[config.mk]
export PLATFORM = sky130hd
export DESIGN_NAME = aip_host_ctrl
export DESIGN_NICKNAME = d
export VERILOG_FILES = /design/src/rtl/aip_host_ctrl.sv
export SDC_FILE = /design/constraint.sdc
export NUM_CORES = 1
export LEC_CHECK = 0
export ABC_AREA = 1
export BUFFER_PORTS_ARGS = -buffer_cell sky130_fd_sc_hd__buf_2
export CAP_MARGIN = 20
export CORE_ASPECT_RATIO = 1.75
export CORE_MARGIN = 1
export CORE_UTILIZATION = 40
export CTS_BUF_LIST = sky130_fd_sc_hd__clkbuf_8
export DETAILED_ROUTE_END_ITERATION = 7
export GPL_TIMING_DRIVEN = 0
export PLACE_DENSITY = 0.7
export SYNTH_ARGS = -nofsm -noshare
export SYNTH_HDL_FRONTEND = slang
export SYNTH_SLANG_ARGS = --single-unit
[constraint.sdc]
create_clock -name clk -period 1.89 [get_ports clk]
set_clock_uncertainty 0.15 [all_clocks]
set_input_delay 0 -clock clk [delete_from_list [all_inputs] [get_ports clk]]
set_output_delay 0 -clock clk [all_outputs]
set_load 0.1 [all_outputs]
[src/rtl/aip_host_ctrl.sv]
// Host command bridge for the dummy IP core: memory fill/drain, config words, start, sticky IRQ flags.
// Optional: define AIP_HOST_AUTOCLR_EN to clear all flags on an accepted START.
module aip_host_ctrl #(
    parameter int ADDR_WIDTH_MEMI = 6,
    parameter int ADDR_WIDTH_MEMO = 6,
    parameter int SIZE_CR         = 1
) (
    input  logic                       clk,
    input  logic                       rst_a,
    input  logic                       req_i,
    input  logic [3:0]                 cmd_i,
    input  logic [31:0]                wdata_i,
    output logic                       ack_o,
    output logic [31:0]                rdata_o,
    output logic [31:0]                wr_data_MemIn0,
    output logic [ADDR_WIDTH_MEMI-1:0] wr_addr_MemIn0,
    output logic                       wr_en_MemIn0,
    output logic [ADDR_WIDTH_MEMO-1:0] rd_addr_MemOut0,
    input  logic [31:0]                data_MemOut0,
    output logic [SIZE_CR*32-1:0]      data_ConfigReg,
    output logic                       start_IPcore,
    input  logic [7:0]                 status_IPcore,
    input  logic [7:0]                 int_IPcore,
    output logic                       irq_o
);

    localparam int CRW = (SIZE_CR > 1) ? $clog2(SIZE_CR) : 1;

    typedef enum logic [1:0] {IDLE, RD_WAIT, ACK} state_t;

    state_t                     state, state_nx;
    logic [3:0]                 cmd_q;
    logic                       start_rej;
    logic [ADDR_WIDTH_MEMI-1:0] ptr_in;
    logic [ADDR_WIDTH_MEMO-1:0] ptr_out;
    logic [CRW-1:0]             cr_idx;
    logic [7:0]                 mask;
    logic [7:0]                 flags;
    logic [7:0]                 flag_clr;
    logic                       accept;

    always_ff @(posedge clk or negedge rst_a) begin
        if (!rst_a) state <= IDLE;
        else        state <= state_nx;
    end

    always_comb begin
        state_nx = state;
        accept   = 1'b0;
        unique case (state)
            IDLE: begin
                if (req_i) begin
                    accept   = 1'b1;
                    state_nx = (cmd_i == 4'd1) ? RD_WAIT : ACK;
                end
            end
            RD_WAIT: state_nx = ACK;
            ACK:     state_nx = IDLE;
            default: state_nx = IDLE;
        endcase
    end

    // Clears are applied under the incoming pulses so a same-cycle set wins.
    always_comb begin
        flag_clr = '0;
        if (accept && cmd_i == 4'd8)
            flag_clr = wdata_i[7:0];
`ifdef AIP_HOST_AUTOCLR_EN
        if (accept && cmd_i == 4'd5 && !status_IPcore[0])
            flag_clr = '1;
`else
`endif
    end

    always_ff @(posedge clk or negedge rst_a) begin
        if (!rst_a) begin
            ack_o           <= 1'b0;
            rdata_o         <= '0;
            wr_data_MemIn0  <= '0;
            wr_addr_MemIn0  <= '0;
            wr_en_MemIn0    <= 1'b0;
            rd_addr_MemOut0 <= '0;
            data_ConfigReg  <= '0;
            start_IPcore    <= 1'b0;
            irq_o           <= 1'b0;
            cmd_q           <= '0;
            start_rej       <= 1'b0;
            ptr_in          <= '0;
            ptr_out         <= '0;
            cr_idx          <= '0;
            mask            <= '0;
            flags           <= '0;
        end else begin
            wr_en_MemIn0 <= 1'b0;
            start_IPcore <= 1'b0;
            ack_o        <= 1'b0;
            rdata_o      <= '0;
            flags        <= (flags & ~flag_clr) | int_IPcore;
            irq_o        <= |(flags & mask);

            if (accept) begin
                cmd_q <= cmd_i;
                case (cmd_i)
                    4'd0: begin
                        wr_en_MemIn0   <= 1'b1;
                        wr_addr_MemIn0 <= ptr_in;
                        wr_data_MemIn0 <= wdata_i;
                        ptr_in         <= ptr_in + 1'b1;
                    end
                    4'd1: begin
                        rd_addr_MemOut0 <= ptr_out;
                        ptr_out         <= ptr_out + 1'b1;
                    end
                    4'd2: begin
                        data_ConfigReg[int'(cr_idx)*32 +: 32] <= wdata_i;
                        cr_idx <= (int'(cr_idx) == SIZE_CR - 1) ? '0 : cr_idx + 1'b1;
                    end
                    4'd3: ptr_in <= wdata_i[ADDR_WIDTH_MEMI-1:0];
                    4'd4: begin
                        ptr_out <= wdata_i[ADDR_WIDTH_MEMO-1:0];
                        cr_idx  <= '0;
                    end
                    4'd5: begin
                        start_rej    <= status_IPcore[0];
                        start_IPcore <= !status_IPcore[0];
                    end
                    4'd7: mask <= wdata_i[7:0];
                    default: ;
                endcase
            end

            if (state == ACK) begin
                ack_o <= 1'b1;
                case (cmd_q)
                    4'd1:    rdata_o <= data_MemOut0;
                    4'd5:    rdata_o <= {31'b0, start_rej};
                    4'd6:    rdata_o <= {24'b0, status_IPcore};
                    4'd9:    rdata_o <= {16'b0, mask, flags};
                    4'd10, 4'd11, 4'd12, 4'd13, 4'd14, 4'd15:
                             rdata_o <= 32'hDEAD_C0DE;
                    default: rdata_o <= '0;
                endcase
            end
        end
    end

endmodule

# After elaboration in Yosys (flattened, before gate mapping)
# Index checks and enable logic that the tools add are counted.
op_classes:
  add_sub_neg: 4
  eq_ne: 20
  n_shift: 2
  mux: 18
  bitwise_logic: 4
  reduce_logical: 17
op_table:
  columns: ["cell", "count"]
  rows:
  - ["$pmux W32 S5", 1]
  - ["$neg A6 Y33", 1]
  - ["$shift A32 B33 Y32 const A", 1]
  - ["$shiftx A32 B33 Y32", 1]
  - ["$bwmux W32", 1]
  - ["$eq A4 B4 Y1 const B", 8]
  - ["$mux W32", 1]
  - ["$pmux W6 S2", 2]
  - ["$eq A4 B3 Y1 const B", 5]
  - ["$and A8 B8 Y8", 2]
  - ["$reduce_and A2 Y1", 8]
  - ["$add A6 B1 Y6 const B", 2]
  - ["$eq A4 B1 Y1 const B", 2]
  - ["$eq A4 B2 Y1 const B", 2]
  - ["$mux W1", 8]
  - ["$mux W8", 1]
  - ["$not A8 Y8", 1]
  - ["$or A8 B8 Y8", 1]
  - ["$reduce_or A8 Y1", 1]
  - ["$reduce_bool A2 Y1", 3]
  - ["$reduce_or A6 Y1", 1]
  - ["$logic_not A4 Y1", 1]
  - ["$mux W2", 2]
  - ["$pmux W2 S2", 1]
  - ["8 further kinds", 8]
totals:
  reg_bits: 148
  out_inout_bits: 112

# Longest topological paths before layout
# Gate-level depths: netlist of run 1.
logic_depth:
  word_depth: 7
  mapped_depth: 8
  ltp_nobuf: 8

# Worst setup path after synthesis of run 1
# No wires, ideal clock.
synth_timing:
  path_kind: "register to register"
  from: "register state[1]"
  to: "register data_ConfigReg[17]"
  setup_ns: 0.125
  arrival_ns: 1.212
  required_time_ns: 1.615
  slack_ns: 0.403
  stages_incl_launch_ff: 9
  n_path_buf: 2
  period_less_slack_ns: 1.487
  path_cell_list: "dfrtp_1 > inv_2 > nand3_2 > buf_4 > nor2_4 > nand3_4 > buf_2 > nand2_1 > o21ai_1"
synth_via:
  elab_chain_cells: 3
synth_lines:
  columns: ["item", "line", "rtl"]
  rows:
  - ["start, declared", "31", "state_t state, state_nx;"]
  - ["start signal, assigned", "44", "else state <= state_nx;"]
  - ["$logic_not A2 Y1", "50", "unique case (state)"]
  - ["$mux W1", "50", null]
  - ["$reduce_and A2 Y1 (no line)", null, null]
  - ["end signal, assigned by index", "115", "data_ConfigReg[int'(cr_idx)*32 +: 32] <= wdata_i;"]
  - ["end, declared", "20", "output logic [SIZE_CR*32-1:0] data_ConfigReg,"]
# No other way between the ends.
# A chain may end at the register's enable or synchronous reset.

# Final worst setup path of run 1
layout_timing:
  from: "register state[1]"
  to: "register data_ConfigReg[6]"
# The elaborated chain is that of the path after synthesis.

==> results of run 1 <==
-- worst max path at each step --
stage / endpoint / slack, ps / start
6_report: data_ConfigReg[6]$_DFFE_PN0P_ / 160 / state[1]$_DFFE_PN0P_
5_1_grt: rdata_o[11]$_DFF_PN0_ / 30 / cmd_q[1]$_DFFE_PN0N_
4_1_cts: data_ConfigReg[6]$_DFFE_PN0P_ / 160 / state[1]$_DFFE_PN0P_
3_5_place_dp: data_ConfigReg[0]$_DFFE_PN0P_ / 170 / state[1]$_DFFE_PN0P_
3_3_place_gp: rd_addr_MemOut0[5]$_DFFE_PN0P_ / -1470 / rst_a
2_1_floorplan: data_ConfigReg[17]$_DFFE_PN0P_ / 400 / state[1]$_DFFE_PN0P_
-- metal layers --
metal | vias up | wire length [um] | GRT usage, %
met3 | 80 | 695 | 4.155
met2 | 218 | 9574 | 40.02
li1 | 2796 | - | -
met4 | 0 | 1091 | 15.44
met5 | - | 0 | 0
met1 | 2770 | 7034 | 27.20
-- report_power, final --
part	internal [uW]	switching, uW	leakage (uW)
clock network	1360	1280	0.000208
logic	1000	4690	0.00256
registers	3760	374	0.00184
total	6130	6350	0.00461
-- sequential cells by signal (all words and copies together), names as in the netlist --
name             flops
data_ConfigReg      32
wr_en_MemIn0         1
mask                 8
flags                8
state                2
start_rej            1
ptr_in               6
irq_o                1
cmd_q                4
ack_o                1
ptr_out              6
wr_data_MemIn0      32
rdata_o             32
start_IPcore         1
wr_addr_MemIn0       6
rd_addr_MemOut0      6
-- metrics by stage --
stage	cells	cell area, um^2	setup slack, ps	util (%)
2_1_floorplan	691	6183	402.6	-
3_3_place_gp	1072	7403	-1474	49.40
3_5_place_dp	1073	7437	165.3	49.63
4_1_cts	1191	8730	155.7	58.25
5_1_grt	1191	8730	30.53	58.25
6_report	1191	8730	158.4	58.25
-- worst max-delay path, delay by kind of cell, from the launching register on --
family          cells  cell delay [ps]
compound gates      1               60
buf+inv             3              530
flops               1              420
simple gates        4              440
-- cells in the final DEF, fill, tap and decap left out, types with 6 or more instances in the layout --
master         Yosys  final
dfrtp_1          147    147
nand2_1          182    182
a21oi_1           55     55
buf_2             13    210
o21ai_0           11     11
a21oi_2           12     12
nor2_1            60     60
buf_6              5      6
dlygate4sd3_1      0     87
nand3_1           45     45
inv_1             71     71
o21ai_1           49     49
clkbuf_8           0     18
-- area by class of cell --
| type | count | area (um^2) |
|---|---|---|
| fillers | 1358 | 6256 |
| flip-flops and latches | 147 | 3679 |
| multi-input cells | 440 | 2046 |
| repair buffers | 286 | 1896 |
| inverters | 77 | 289.0 |
| clock buffers | 18 | 247.7 |
| well taps | 183 | 229.0 |
| clock inverters | 13 | 173.9 |
| plain buffers | 27 | 170.2 |
-- cell families after synthesis --
logic type | share of synthesized area [%]
AOI/OAI and AO/OA | 11.01
and+or+nand+nor | 21.53
xor gates and xnor gates | 0.1417
adders and majority gates | 0.4046
buffers and inverters | 7.426
DFF | 59.49
==> results.json, run 1 <==
{
  "run_status": "finished, violations left",
  "violations": "negative hold slack",
  "routed_wl_um": 18400,
  "drc_errors": 0,
  "synth_enable_flop_cells": 0,
  "syn_to_final_growth_pct": 41.18,
  "antenna_found_initial": 0,
  "buffer_ports.inserted": 198,
  "finalWeightedCongestion": 0.8332,
  "floorplan.die.height_um": 166.5,
  "synthCells": 691,
  "clock_tree.root_cell": "clkbuf_8",
  "postCtsSetupRepairBufs": 0,
  "largest_net_degree_at_the_start_of_global_routing": 78,
  "grt_pass1_vias": 5855,
  "r2r_start": "state[1]$_DFFE_PN0P_",
  "post_synthesis_sequential_element_count": 147,
  "wl_per_cell_um": 15.45,
  "powerDensity_nw_per_um2": 1429,
  "clock_sink_count": 147,
  "tritoncts_clock_tree": "done",
  "post_synth_num_cell_types": 25,
  "regToRegEndpoint": "data_ConfigReg[6]$_DFFE_PN0P_",
  "critical_path.cell_chain": "inv_2 -> nand3_2 -> buf_4 -> nor2_4 -> nand3_4 -> buf_2 -> nand2_1 -> o21ai_1",
  "hold_slack_ps": -38.53,
  "finalPower_uw": 12470,
  "gr-total-overflow": 0,
  "initial_drt_pass_iterations": 5,
  "cts_hold_repair.buffers": 87,
  "setup_tns_ps": 0,
  "seq_area_frac_synth_pct": 59.49,
  "viasPerCell": 4.924,
  "synthesis.nets": 780,
  "synth_area_um2": 6183,
  "power_leakage_uw": 0.004609,
  "fmaxAchievable_mhz": 577.5,
  "timing.setup.critical_path_class": "reg2reg",
  "via_count": 5864,
  "floorplan.die.width_um": 95.99,
  "power.ir.vdd_worst_mv": 1.079,
  "global_route_wire_length_before_repair_um": 28660,
  "worstSkewPairLatency_ps": 440,
  "crit_end_element": "flop",
  "critical_path_cell_with_the_highest_stage_delay": "dfrtp_1",
  "worst_setup_slack_for_register_to_register_paths_ps": 160,
  "timing.critical_path.arrival_ps": 1900,
  "period_share_pct": 91.62,
  "area_share_of_the_leading_cell_type_in_the_synthesized_netlist_pct": 59.49,
  "timing.final.crit_period_ps": 1732,
  "final-hold-violation-count": 37,
  "synth_commonest_cells": "nand2_1, dfrtp_1, inv_1",
  "final_max_slew_viols": 0,
  "diode_insertion_count_for_antenna_repair": 0,
  "max_cap_viol_count": 0,
  "largest_driver_fanout_on_the_critical_path": 10,
  "cell_depth_of_the_worst_flop_to_flop_path": 8,
  "synth_flop_cell": "dfrtp_1",
  "ctsLongestPathBuffers": 2,
  "drt.antenna.violating_nets": 0,
  "synth-async-reset-ratio_pct": 100.0,
  "layout_cell_share_with_drive_strength_beyond_1_pct": 28.37,
  "aggregate_global_route_resource_usage_pct": 23.88,
  "syn_avg_cell_area_um2": 8.949,
  "design.core.area_um2": 14990,
  "setup_violations": 0,
  "starting_utilization_of_the_core_area_pct": 41.26,
  "worst_slew_margin_rel_pct": 58.15,
  "synth.yosys.warnings": 0,
  "clkSlewWorstSetupHoldPaths_ps": 80,
  "final_nets": 1085,
  "htree_num_levels": 4,
  "yosysMostFrequentCell": "nand2_1",
  "synth_top_cells_by_area": "dfrtp_1, nand2_1, a21oi_1",
  "inserted_clock_buffers": 17,
  "min-delay-path-class": "in2async",
  "drt_iter0_markers": 235,
  "crit_path_max_incr_delay_ps": 420,
  "grt_setup_unrepaired": "no",
  "ctsResizeCount": 0,
  "cp_data_required_time_ps": 2060,
  "worst_setup_path_start_kind": "flop",
  "design.portCount": 199,
  "worst_pin_slew_ps": 625.5,
  "dp_hpwl_um": 12570,
  "placementRows": 59,
  "die-area_um2": 15980,
  "yosys_top_cell_by_area": "dfrtp_1"
}
No activity file was read; power rests on OpenSTA's default activity.
==> inputs of run 2 (changes only) <==
--- a/config.mk
+++ b/config.mk
@@ -5,7 +5,6 @@
 export SDC_FILE = /design/constraint.sdc
 export NUM_CORES = 1
 export LEC_CHECK = 0
-export ABC_AREA = 1
 export BUFFER_PORTS_ARGS = -buffer_cell sky130_fd_sc_hd__buf_2
 export CAP_MARGIN = 20
 export CORE_ASPECT_RATIO = 1.75
==> results.json, run 2 <==
{
  "post_synthesis_sequential_element_count": 147,
  "final_nets": 898,
  "highest_layer": "met4",
  "final_max_slew_viols": 0,
  "fmaxAchievable_mhz": 477.7,
  "run_status": "finished, violations left",
  "buffer_ports.inserted": 196,
  "power.clock.fraction_pct": 18.9,
  "worst_slew_margin_rel_pct": 36.40,
  "area_share_of_the_leading_cell_type_in_the_synthesized_netlist_pct": 59.62,
  "stdcell_area_um2": 9105,
  "clock_tree.root_cell": "clkbuf_8",
  "final-hold-violation-count": 0,
  "setup_violations": 89,
  "layout_common_cells": "buf_2, dfrtp_1, dlygate4sd3_1",
  "numPlacedInstances": 868,
  "synth_area_um2": 6170,
  "nFillCells": 1191,
  "p_comb_share_pct": 47.3,
  "max_cap_viol_count": 0,
  "floorplan.die.height_um": 166.3,
  "initial_drt_pass_iterations": 6,
  "gr-total-overflow": 0,
  "clock_sink_count": 147,
  "final_common_cell": "buf_2",
  "cell_depth_of_the_worst_flop_to_flop_path": 4,
  "clkSlewWorstSetupHoldPaths_ps": 90,
  "via_count": 5196,
  "synth-async-reset-ratio_pct": 100.0,
  "placementRows": 59,
  "drt.antenna.violating_nets": 0,
  "cp_data_required_time_ps": 2060,
  "largest_net_degree_at_the_start_of_global_routing": 93,
  "synthesis.nets": 577,
  "yosysMostFrequentCell": "dfrtp_1",
  "design.core.area_um2": 14990,
  "layoutNonFillerInstCount": 1005,
  "crit_end_element": "flop",
  "critical_path_cell_with_the_highest_stage_delay": "or4_1",
  "tritoncts_clock_tree": "done",
  "grt_pass1_vias": 5732,
  "inserted_clock_buffers": 17,
  "ctsLongestPathBuffers": 2,
  "finalWorstSetupSlack_ps": -203.5,
  "layout.area.seq_um2": 3680,
  "crit_path_max_incr_delay_ps": 560,
  "layout_top_registers": "data_ConfigReg: 32 flops, rdata_o: 32 flops, wr_data_MemIn0: 32 flops",
  "htree_num_levels": 4,
  "route.met2.wl_um": 9709,
  "finalWeightedCongestion": 0.8636,
  "diode_insertion_count_for_antenna_repair": 0,
  "sum_of_routed_wire_segments_on_met1_um": 6219,
  "sequentialPowerShare_pct": 33.8,
  "critical_path.cell_chain": "or3b_4 -> or4_1 -> clkbuf_8 -> a211o_1",
  "period_share_pct": 110.8,
  "power.net_switching_uw": 6404,
  "cellInternalPower_uw": 6151,
  "synthCells": 488,
  "global_route_wire_length_before_repair_um": 28070,
  "dp_hpwl_um": 11800,
  "powerDensity_nw_per_um2": 1379,
  "syn_avg_cell_area_um2": 12.64,
  "viasPerCell": 5.170,
  "violations": "negative setup slack",
  "timing.critical_path.arrival_ps": 2260,
  "synth.yosys.warnings": 0,
  "die-area_um2": 15940,
  "worst_pin_slew_ps": 940.7,
  "drc_errors": 0,
  "design.portCount": 199,
  "min-delay-path-class": "in2reg",
  "post_synth_num_cell_types": 53,
  "seq_area_frac_synth_pct": 59.62,
  "floorplan.die.width_um": 95.88,
  "multiInputGateArea_um2": 2437,
  "worst_setup_path_start_kind": "flop",
  "grt_setup_unrepaired": "yes",
  "synth_commonest_cells": "dfrtp_1, mux2_2, nand2_1",
  "yosys_top_cell_by_area": "dfrtp_1",
  "power_switching_share_pct": 51.01,
  "synth_flop_cell": "dfrtp_1",
  "aggregate_global_route_resource_usage_pct": 23.27,
  "drt_iter0_markers": 190,
  "hold_slack_ps": 6.460,
  "worstSkewPairLatency_ps": 430,
  "synth_top_cells_by_area": "dfrtp_1, mux2_2, nand2_1",
  "antenna_found_initial": 0,
  "layout_cell_share_with_drive_strength_beyond_1_pct": 46.72,
  "synth_enable_flop_cells": 0,
  "timing.final.crit_period_ps": 2093,
  "power_leakage_uw": 0.004489,
  "largest_driver_fanout_on_the_critical_path": 6,
  "power.ir.vdd_worst_mv": 1.031,
  "min_delay_path_depth": 5,
  "syn_to_final_growth_pct": 47.58,
  "routed_wl_um": 17590,
  "met3_wirelength_um": 837,
  "timing.setup.critical_path_class": "reg2reg",
  "wl_per_cell_um": 17.50,
  "starting_utilization_of_the_core_area_pct": 41.17,
  "placed_cell_area_um2": 7455
}
run 2: cell count changes in the layout (fill, tap and decap cells not counted), sizes merged, moves of 8 or more:
cell,previous run,this run
nand2,186,45
mux2,0,91
inv,80,13
nor2,68,19
o21ai,60,12
a21oi,67,24
nand3,48,8
a22oi,0,16
a21o,0,14
buf,221,233
clkbuf,23,31
nand2b,0,8
run 2: final cells by class:
class | instances | area share (%)
buffer | 30 | 2.941
clock buffer | 17 | 2.570
clock inverter | 15 | 1.622
inverter | 4 | 0.1649
multi-input combinational | 305 | 26.77
sequential | 147 | 40.42
tap | 183 | 2.515
timing repair buffer | 304 | 23.00
run 2: path summary, 6_finish.rpt:
check,startpoint,end,slack (ps)
max in group asynchronous,rst_a,mask[3]$_DFFE_PN0P_,280
max,state[1]$_DFFE_PN0P_,ptr_in[0]$_DFFE_PN0P_,-200
min in group asynchronous,rst_a,start_IPcore$_DFF_PN0_,480
min reg2reg,flags[1]$_DFF_PN0_,flags[1]$_DFF_PN0_,350
max reg2reg,state[1]$_DFFE_PN0P_,ptr_in[0]$_DFFE_PN0P_,-200
min,cmd_i[3],wr_data_MemIn0[2]$_DFFE_PN0P_,6
run 2: per-layer routing:
layer / vias to the layer above / GRT usage, %
met5: - / 0
met4: 0 / 12.33
met3: 52 / 5.632
met2: 207 / 42.42
met1: 2544 / 23.47
li1: 2393 / -
run 2: kinds of logic after synthesis:
kind of cell / synth area share [%]
xor+xnor: 0.2840
compound gates: 9.187
simple gates: 10.91
flops: 59.62
mux: 16.93
buf+inv: 2.657
fa+ha+maj: 0.4055
run 2: power by group through the flow:
stage | Sequential (uW) | Clock [uW] | Combinational, uW
CTS | 4230 | 2440 | 5860
floorplan | 7830 | 0 | 1010
global placement | 4240 | 0 | 5590
detailed placement | 4280 | 0 | 5650
finish | 4250 | 2370 | 5940
global route | 4340 | 2570 | 6170
run 2: critical path: cells and delay by family, from the launching register on:
| kind | cells | cell delay [ps] |
|---|---|---|
| flops | 1 | 390 |
| buf+inv | 1 | 180 |
| compound gates | 1 | 260 |
| simple gates | 2 | 1010 |
run 2: what timing repair did:
| item | CTS | global route |
|---|---|---|
| gates resized for setup | 38 | 32 |
| pin swaps | 17 | 6 |
| hold buffers | 86 | 1 |
| gates cloned | 2 | 0 |
| hold endpoints to repair | 275 | 3 |
| buffers inserted | 11 | 7 |
| endpoints found under the setup margin | 134 | 130 |
run 2: stage by stage:
step | setup TNS [ps] | util, % | setup slack [ps] | total power (uW)
2_1_floorplan | -5316 | - | -203.5 | 8839
3_3_place_gp | -220660 | 49.52 | -1277 | 9826
3_5_place_dp | -39460 | 49.75 | -481.2 | 9937
4_1_cts | -19580 | 59.87 | -305.1 | 12530
5_1_grt | -20800 | 60.76 | -268.0 | 13080
6_report | -13070 | 60.76 | -203.5 | 12560
